$ cat config.mk
export PLATFORM = sky130hd
export DESIGN_NAME = hw_serial_sum_flat
export DESIGN_NICKNAME = d
export VERILOG_FILES = /design/src/rtl/hw_serial_sum_if.sv /design/src/rtl/hw_serial_sum.sv /design/src/flat_wrapper.sv
export SDC_FILE = /design/constraint.sdc
export NUM_CORES = 1
export LEC_CHECK = 0
export CORE_UTILIZATION = 65
export DETAILED_ROUTE_END_ITERATION = 10
export DONT_BUFFER_PORTS = 1
export PLACE_DENSITY = 0.88
export SYNTH_ARGS = -nofsm -noshare
export SYNTH_HDL_FRONTEND = slang
export SYNTH_SLANG_ARGS = --single-unit
$ cat constraint.sdc
create_clock -name clk -period 2.29 [get_ports clk]
set_input_delay 0.3435 -clock clk [delete_from_list [all_inputs] [get_ports clk]]
set_output_delay 0.3435 -clock clk [all_outputs]
set_load 0.02 [all_outputs]
$ cat src/rtl/hw_serial_sum_if.sv
// Operand/result bundle for hw_serial_sum: the requester drives start and operands,
// the serial adder returns busy/done and the registered result.
interface hw_serial_sum_if #(
    parameter int WIDTH = 8
);
    logic             start;
    logic             sub;
    logic [WIDTH-1:0] a;
    logic [WIDTH-1:0] b;
    logic             cin;
    logic             busy;
    logic             done;
    logic [WIDTH-1:0] sum;
    logic             cout;
    logic             ovf;

    modport master (
        output start, sub, a, b, cin,
        input  busy, done, sum, cout, ovf
    );

    modport slave (
        input  start, sub, a, b, cin,
        output busy, done, sum, cout, ovf
    );
endinterface

$ cat src/rtl/hw_serial_sum.sv
// Digit-serial adder/subtractor: DIGIT bits per clock, LSB slice first, through a
// ripple full-adder slice and a carry register; result published with a one-cycle done.
module hw_serial_sum #(
    parameter int WIDTH = 8,
    parameter int DIGIT = 1
) (
    input  logic              clk,
    input  logic              rst_n,
    hw_serial_sum_if.slave    bus
);
    localparam int NCYC = WIDTH / DIGIT;
    localparam int CW   = (NCYC > 1) ? $clog2(NCYC) : 1;

    generate
        if (WIDTH < 2 || DIGIT < 1 || DIGIT > WIDTH || (WIDTH % DIGIT) != 0) begin : g_bad_params
            $error("hw_serial_sum: illegal WIDTH/DIGIT combination");
        end
    endgenerate

    typedef enum logic [0:0] {
        ST_IDLE = 1'b0,
        ST_RUN  = 1'b1
    } state_e;

    state_e             state_q, state_d;
    logic [WIDTH-1:0]   a_sh_q, a_sh_d;
    logic [WIDTH-1:0]   b_sh_q, b_sh_d;
    logic [WIDTH-1:0]   acc_q, acc_d;
    logic               carry_q, carry_d;
    logic [CW-1:0]      cnt_q, cnt_d;
    logic               busy_q, busy_d;
    logic               done_q, done_d;
    logic [WIDTH-1:0]   sum_q, sum_d;
    logic               cout_q, cout_d;
    logic               ovf_q, ovf_d;

    logic [DIGIT-1:0]   slice_sum_s;
    logic               slice_cmsb_s;
    logic               slice_cout_s;
    logic [WIDTH-1:0]   acc_next_s;

    // Ripple full-adder slice over the low DIGIT bits; keeps the carry into the top bit for ovf.
    always_comb begin
        logic c;
        c           = carry_q;
        slice_sum_s = {DIGIT{1'b0}};
        for (int i = 0; i < DIGIT - 1; i++) begin
            slice_sum_s[i] = a_sh_q[i] ^ b_sh_q[i] ^ c;
            c              = (a_sh_q[i] & b_sh_q[i]) | (c & (a_sh_q[i] ^ b_sh_q[i]));
        end
        slice_cmsb_s             = c;
        slice_sum_s[DIGIT-1]     = a_sh_q[DIGIT-1] ^ b_sh_q[DIGIT-1] ^ c;
        slice_cout_s             = (a_sh_q[DIGIT-1] & b_sh_q[DIGIT-1]) |
                                   (c & (a_sh_q[DIGIT-1] ^ b_sh_q[DIGIT-1]));
        acc_next_s               = WIDTH'({slice_sum_s, acc_q} >> DIGIT);
    end

    // Next-state and datapath control for the IDLE/RUN sequencer.
    always_comb begin
        state_d = state_q;
        a_sh_d  = a_sh_q;
        b_sh_d  = b_sh_q;
        acc_d   = acc_q;
        carry_d = carry_q;
        cnt_d   = cnt_q;
        busy_d  = busy_q;
        done_d  = 1'b0;
        sum_d   = sum_q;
        cout_d  = cout_q;
        ovf_d   = ovf_q;
        case (state_q)
            ST_IDLE: begin
                if (bus.start) begin
                    a_sh_d  = bus.a;
                    b_sh_d  = bus.b ^ {WIDTH{bus.sub}};
                    carry_d = bus.cin ^ bus.sub;
                    acc_d   = {WIDTH{1'b0}};
                    cnt_d   = {CW{1'b0}};
                    busy_d  = 1'b1;
                    state_d = ST_RUN;
                end else begin
                    busy_d  = 1'b0;
                end
            end
            ST_RUN: begin
                a_sh_d  = a_sh_q >> DIGIT;
                b_sh_d  = b_sh_q >> DIGIT;
                acc_d   = acc_next_s;
                carry_d = slice_cout_s;
                // Last slice: its carry-in/carry-out at the MSB give cout and signed overflow.
                if (cnt_q == CW'(NCYC - 1)) begin
                    cnt_d   = {CW{1'b0}};
                    sum_d   = acc_next_s;
                    cout_d  = slice_cout_s;
                    ovf_d   = slice_cout_s ^ slice_cmsb_s;
                    done_d  = 1'b1;
                    busy_d  = 1'b0;
                    state_d = ST_IDLE;
                end else begin
                    cnt_d   = cnt_q + CW'(1);
                end
            end
            default: begin
                busy_d  = 1'b0;
                state_d = ST_IDLE;
            end
        endcase
    end

    // State and datapath registers with synchronous active-low reset.
    always_ff @(posedge clk) begin
        if (!rst_n) begin
            state_q <= ST_IDLE;
            a_sh_q  <= {WIDTH{1'b0}};
            b_sh_q  <= {WIDTH{1'b0}};
            acc_q   <= {WIDTH{1'b0}};
            carry_q <= 1'b0;
            cnt_q   <= {CW{1'b0}};
            busy_q  <= 1'b0;
            done_q  <= 1'b0;
            sum_q   <= {WIDTH{1'b0}};
            cout_q  <= 1'b0;
            ovf_q   <= 1'b0;
        end else begin
            state_q <= state_d;
            a_sh_q  <= a_sh_d;
            b_sh_q  <= b_sh_d;
            acc_q   <= acc_d;
            carry_q <= carry_d;
            cnt_q   <= cnt_d;
            busy_q  <= busy_d;
            done_q  <= done_d;
            sum_q   <= sum_d;
            cout_q  <= cout_d;
            ovf_q   <= ovf_d;
        end
    end

    assign bus.busy = busy_q;
    assign bus.done = done_q;
    assign bus.sum  = sum_q;
    assign bus.cout = cout_q;
    assign bus.ovf  = ovf_q;
endmodule
$ cat src/flat_wrapper.sv
// flat-port wrapper written by rule: the top's interface ports become plain ports
module hw_serial_sum_flat 
#(
    parameter int WIDTH = 8,
    parameter int DIGIT = 1
)
  (clk, rst_n, bus_start, bus_sub, bus_a, bus_b, bus_cin, bus_busy, bus_done, bus_sum, bus_cout, bus_ovf);
  hw_serial_sum_if #(.WIDTH(WIDTH)) bus_i ();
  input  logic clk;
  input  logic rst_n;
  input wire logic [$bits(bus_i.start)-1:0] bus_start;
  input wire logic [$bits(bus_i.sub)-1:0] bus_sub;
  input wire logic [$bits(bus_i.a)-1:0] bus_a;
  input wire logic [$bits(bus_i.b)-1:0] bus_b;
  input wire logic [$bits(bus_i.cin)-1:0] bus_cin;
  output wire logic [$bits(bus_i.busy)-1:0] bus_busy;
  output wire logic [$bits(bus_i.done)-1:0] bus_done;
  output wire logic [$bits(bus_i.sum)-1:0] bus_sum;
  output wire logic [$bits(bus_i.cout)-1:0] bus_cout;
  output wire logic [$bits(bus_i.ovf)-1:0] bus_ovf;
  assign bus_i.start = bus_start;
  assign bus_i.sub = bus_sub;
  assign bus_i.a = bus_a;
  assign bus_i.b = bus_b;
  assign bus_i.cin = bus_cin;
  assign bus_busy = bus_i.busy;
  assign bus_done = bus_i.done;
  assign bus_sum = bus_i.sum;
  assign bus_cout = bus_i.cout;
  assign bus_ovf = bus_i.ovf;
  hw_serial_sum #(.WIDTH(WIDTH), .DIGIT(DIGIT)) u_core (.clk(clk), .rst_n(rst_n), .bus(bus_i));
endmodule
# [After elaboration in Yosys (flattened, before gate mapping)]
# Index checks and enable logic that the tools add are counted.
[totals] in_bits=21 output_inout_bits=12 register_bits=41 word_cells=43
[op_classes] n_mux=17 reduce_logical=2 eq_ne=3 n_bitwise=9 addsub=1
[ops] operator="one-hot mux 8 bit (2 select lines)" n=3
[ops] operator="two-way mux 8 bit" n=3
[ops] operator="XOR 8 bit" n=1
[ops] operator="two-way mux 3 bit" n=2
[ops] operator="one-hot mux 1 bit (2 select lines)" n=3
[ops] operator="one-hot mux 3 bit (2 select lines)" n=1
[ops] operator="two-way mux 1 bit" n=5
[ops] operator="!= test 2 bit, second input constant" n=2
[ops] operator="AND reduction 2 bit" n=2
[ops] operator="XOR 1 bit" n=4
[ops] operator="adder 3 x 1 -> 3 bit, second input constant" n=1
[ops] operator="== test 3 bit, second input constant" n=1
[ops] operator="bitwise AND 1 bit" n=2
[ops] operator="NOT 1 bit" n=1
[ops] operator="bitwise OR 1 bit" n=1

# [Longest topological paths before layout]
[logic_depth] word_depth=4 ltp_mapped=5 ltp_nobuf=4

# [Least setup slack after synthesis]
# OpenSTA, ideal clock, no wires.
[synth_path] path_type="register -> register" start="register u_core.cnt_q[0]" end="register u_core.ovf_q (netlist: u_core.bus.ovf)" synth_period_minus_slack_ns=1.317 setup_time_ns=0.091 path_buffers=1 stages_incl_launch_ff=6 path_slack_ns=0.973 required_ns=2.199 arrival_time_ns=1.226 path_cell_list="dfxtp_1 -> ha_1 -> ha_1 -> clkbuf_1 -> a21oi_1 -> a311oi_1"
[synth_via] elab_chain_cells=2
[synth_lines] element="start, declared" line="hw_serial_sum.sv:30" source="logic [CW-1:0] cnt_q, cnt_d;"
[synth_lines] element="start signal, assigned" line="hw_serial_sum.sv:118" source="cnt_q <= {CW{1'b0}};"
[synth_lines] element="start signal, assigned" line="hw_serial_sum.sv:130" source="cnt_q <= cnt_d;"
[synth_lines] element="== test 3 bit" line="hw_serial_sum.sv:91" source="if (cnt_q == CW'(NCYC - 1)) begin"
[synth_lines] element="AND reduction 2 bit (no source line)"
[synth_lines] element="end signal, assigned" line="hw_serial_sum.sv:135" source="ovf_q <= ovf_d;"
[synth_lines] element="end, declared" line="hw_serial_sum.sv:35" source="logic ovf_q, ovf_d;"
# Every way passes these cells.
# A chain may end at the register's enable or synchronous reset.

# [Worst setup path after layout]
# Ends and elaborated chain as after synthesis.

==> metrics.log <==
INFO  metric run_status = finished, final reports clean
INFO  metric power.switching_fraction = around a quarter
INFO  metric grt_antenna_before_repair = 0
INFO  metric worstMarginPinSlew = slightly below 700 ps
INFO  metric slew-limit-headroom = 54.4%
INFO  metric ant_nets = 0
INFO  metric wire_length_per_cell_after_detailed_routing = 14.4 um
INFO  metric final_replace_weighted_congestion = approximately 0.67
INFO  metric buffers_and_inverters_on_the_worst_path = 0
INFO  metric grt_pass1_wl = around 5300 um
INFO  metric cp_cell_sequence = ha_1 -> ha_1 -> a21oi_1 -> a311oi_1
INFO  metric drtPass1Iterations = 4
INFO  metric cts_max_path_buffers = 2
INFO  metric initial_core_utilization = a little under three quarters
INFO  metric leakage = roughly 0.66 nW
INFO  metric finish.net_count = around 200
INFO  metric numPortBuffers = 0
INFO  metric pwr-share-clk = 29.8%
INFO  metric worst-endpoint-arrival = around 1900 ps
INFO  metric hp-class = in -> reg
INFO  metric netlist.area_leader.share = a little over two fifths
INFO  metric seq_area_frac_synth = between 40% and 50%
INFO  metric fp.coreArea = approximately 2600 um^2
INFO  metric finalWorstPathRequiredPeriod = around 1600 ps
INFO  metric area_used_by_multi_input_combinational_logic = around 940 um^2
INFO  metric power.combinational.fraction = between 8 and 9%
INFO  metric synthCells = between 150 and 200
INFO  metric grt_usage = between 20 and 25%
INFO  metric critPathTopFamily = adder cells
INFO  metric fin_setup_tns = 0 ps
INFO  metric internal_power = just over 0.0009 W
INFO  metric clock_transition_time_at_the_flip_flop_clock_pins_of_the_worst_setup_and_hold_paths = 110 ps
INFO  metric skew = ~4.7 ps
INFO  metric detailroute.via_count = ~1300
INFO  metric die_area = between 3000 and 4000 um^2
INFO  metric synth-warning-count = 0
INFO  metric area_delta_synth_final = 0.679%
INFO  metric netlist_top_cells_area = sky130_fd_sc_hd__dfxtp_1 (43%), sky130_fd_sc_hd__a21oi_1 (6.0%), sky130_fd_sc_hd__a21bo_2 (4.9%), sky130_fd_sc_hd__or3b_1 (4.8%), sky130_fd_sc_hd__xnor2_1 (4.8%)
INFO  metric finalHoldViolations = 0
INFO  metric final-setup-viol-count = 0
INFO  metric cell_chosen_for_the_clock_root = sky130_fd_sc_hd__clkbuf_4
INFO  metric grt_remaining_overflow = 0
INFO  metric ctsHtreeMaxLevel = 2
INFO  metric crit_path_frequent_cell = sky130_fd_sc_hd__ha_1
INFO  metric layout_commonest_cell = sky130_fd_sc_hd__dfxtp_1
INFO  metric setup_repair_after_global_routing_missed_its_margin = no
INFO  metric crit_path_capture_type = register
INFO  metric cts_resized = 0
INFO  metric tritoncts.num_buffers = 5
INFO  metric worst_vdd_drop = roughly 550 uV
INFO  metric die-height = approximately 55 um
INFO  metric power_frac_seq = 61.7%
INFO  metric synth_top_area_cell = sky130_fd_sc_hd__dfxtp_1
INFO  metric grt_max_degree = 39
INFO  metric rows = 18
INFO  metric worst_r2r_path_depth = 4
INFO  metric final.period_utilization = slightly above 70%
INFO  metric layout_common_cells = sky130_fd_sc_hd__dfxtp_1 (39), sky130_fd_sc_hd__a21oi_1 (22), sky130_fd_sc_hd__nand3_1 (17), sky130_fd_sc_hd__nand2b_1 (11)
INFO  metric crit_type = reg -> reg
INFO  metric worstSkewPairLatency = roughly 330 ps
INFO  metric postSynthRegisterBits = 40
INFO  metric synth_fp_nets = about 220
INFO  metric vias_per_cell = ~6.2
INFO  metric avgSynthCellArea = 9.70 um^2
INFO  metric max_clock_freq = a little over 0.6 GHz
INFO  metric critical_path.startpoint_type = register
INFO  metric final_max_slew_viol_count = 0
INFO  metric powerDensity = approximately 660 nW/um^2
INFO  metric cts_tree = built
INFO  metric cp_slowest_stage_delay = 610 ps
INFO  metric route.final.wire_length = 3050 um
INFO  metric area_taken_by_flip_flops_and_latches = 802 um^2
INFO  metric critPathRequiredTime = around 2600 ps
INFO  metric drt_iter0_drc = 80
INFO  metric first_global_vias = 1212
INFO  metric top_level_ports = 33
INFO  metric postCtsHoldBufs = 0
INFO  metric max_cap_violations = 0
INFO  metric timing.critical_path.slowest_stage_cell = sky130_fd_sc_hd__ha_1
INFO  metric fraction_of_layout_instances_using_a_drive_strength_above_1 = 11.5%
INFO  metric worst-path-stages = 4
INFO  metric diodes = 0
INFO  metric worst_hold_path.num_cells = 1
INFO  metric syn-cell-area = 1840 um^2
INFO  metric clock_sinks = 40
INFO  metric cts_setup_buffers = 0
INFO  metric core_occupancy_in_the_finished_layout = between 70% and 80%
INFO  metric die_x = roughly 55 um
INFO  metric p_sw = around 0.00029 W
INFO  metric synth.lib_cells_used.distinct = 27
INFO  metric fillerInstances = approximately 210
INFO  metric remaining_drc_errors = 0
INFO  metric critical_path.max_fanout = 21
INFO  metric hpwlAfterDp = roughly 2100 um
[power by group through the flow]
stage          Sequential [W]  Combinational (W)  Clock (W)
5_1_grt              0.000759           0.000117   0.000403
4_1_cts              0.000754           0.000106   0.000372
3_3_place_gp         0.000768          0.0000992          0
6_report             0.000754           0.000105   0.000364
2_1_floorplan        0.000755           0.000119          0
3_5_place_dp         0.000770           0.000105          0
[final timing paths]
path,start,endpoint,slack (ps)
max,u_core.cnt_q[0],u_core.bus.ovf,660
min,bus_start,u_core.b_sh_q[7],90
max reg2reg,u_core.cnt_q[0],u_core.bus.ovf,660
min reg2reg,u_core.acc_q[3],u_core.acc_q[2],480
[stage by stage]
step	instances	hold slack (ps)	area, um^2	power (W)	setup slack, ps
2_1_floorplan	190	438	1840	0.000874	973
3_3_place_gp	204	443	1800	0.000867	769
3_5_place_dp	204	447	1800	0.000875	680
4_1_cts	212	75.7	1860	0.00123	658
5_1_grt	212	57.7	1860	0.00128	518
6_report	212	91.7	1860	0.00122	664
[Yosys cell counts]
master	number
sky130_fd_sc_hd__buf_4	1
sky130_fd_sc_hd__o221ai_1	8
sky130_fd_sc_hd__a21oi_1	22
sky130_fd_sc_hd__a21bo_2	9
sky130_fd_sc_hd__buf_6	2
sky130_fd_sc_hd__xnor2_1	10
sky130_fd_sc_hd__buf_1	4
sky130_fd_sc_hd__and3_1	1
sky130_fd_sc_hd__nand3b_4	1
sky130_fd_sc_hd__inv_2	2
sky130_fd_sc_hd__dfxtp_1	40
sky130_fd_sc_hd__fa_1	1
sky130_fd_sc_hd__buf_2	8
sky130_fd_sc_hd__or3b_1	10
sky130_fd_sc_hd__nand2_1	8
sky130_fd_sc_hd__clkbuf_1	2
sky130_fd_sc_hd__nand3b_1	2
sky130_fd_sc_hd__or3b_2	1
sky130_fd_sc_hd__nand2b_1	11
sky130_fd_sc_hd__a311oi_1	1
sky130_fd_sc_hd__nor2b_1	7
sky130_fd_sc_hd__a211oi_1	8
sky130_fd_sc_hd__ha_1	3
sky130_fd_sc_hd__mux2i_1	8
sky130_fd_sc_hd__nor2_1	2
sky130_fd_sc_hd__o21ai_1	1
sky130_fd_sc_hd__nand3_1	17
[sequential cells by signal, summed over array words and instances (netlist names)]
signal           count
u_core.a_sh_q        8
u_core.acc_q         7
u_core.b_sh_q        8
u_core.bus.busy      1
u_core.bus.cout      1
u_core.bus.done      1
u_core.bus.ovf       1
u_core.bus.sum       8
u_core.carry_q       1
u_core.cnt_q         3
u_core.state_q       1
[kinds of logic (layout without fill, tap and decap cells)]
kind of cell | after synthesis | in the layout | synth area share (%)
buffers and inverters | 19 | 11 | 5.43
adder cells (fa/ha/maj) | 4 | 4 | 3.12
multiplexers | 8 | 8 | 4.35
AO/OA/AOI/OAI | 49 | 49 | 18.7
XOR/XNOR | 10 | 10 | 4.75
flip-flops | 40 | 40 | 43.4
AND/OR/NAND/NOR | 60 | 60 | 20.2
[final cells by class]
class | instances | area share, %
clock buffers | 8 | 3.17
inverters | 2 | 0.405
multi-input cells | 131 | 50.8
flip-flops and latches | 40 | 43.2
well taps | 30 | 2.02
repair buffers | 1 | 0.405
[routing by layer]
layer | up-vias | global-route usage (%) | wire [um]
met4 | 0 | 10.7 | 42
met5 | - | 0 | 0
met3 | 5 | 7.03 | 171
met1 | 627 | 28.9 | 1390
li1 | 660 | - | -
met2 | 31 | 31.7 | 1440
No activity file was read; power rests on OpenSTA's default activity.
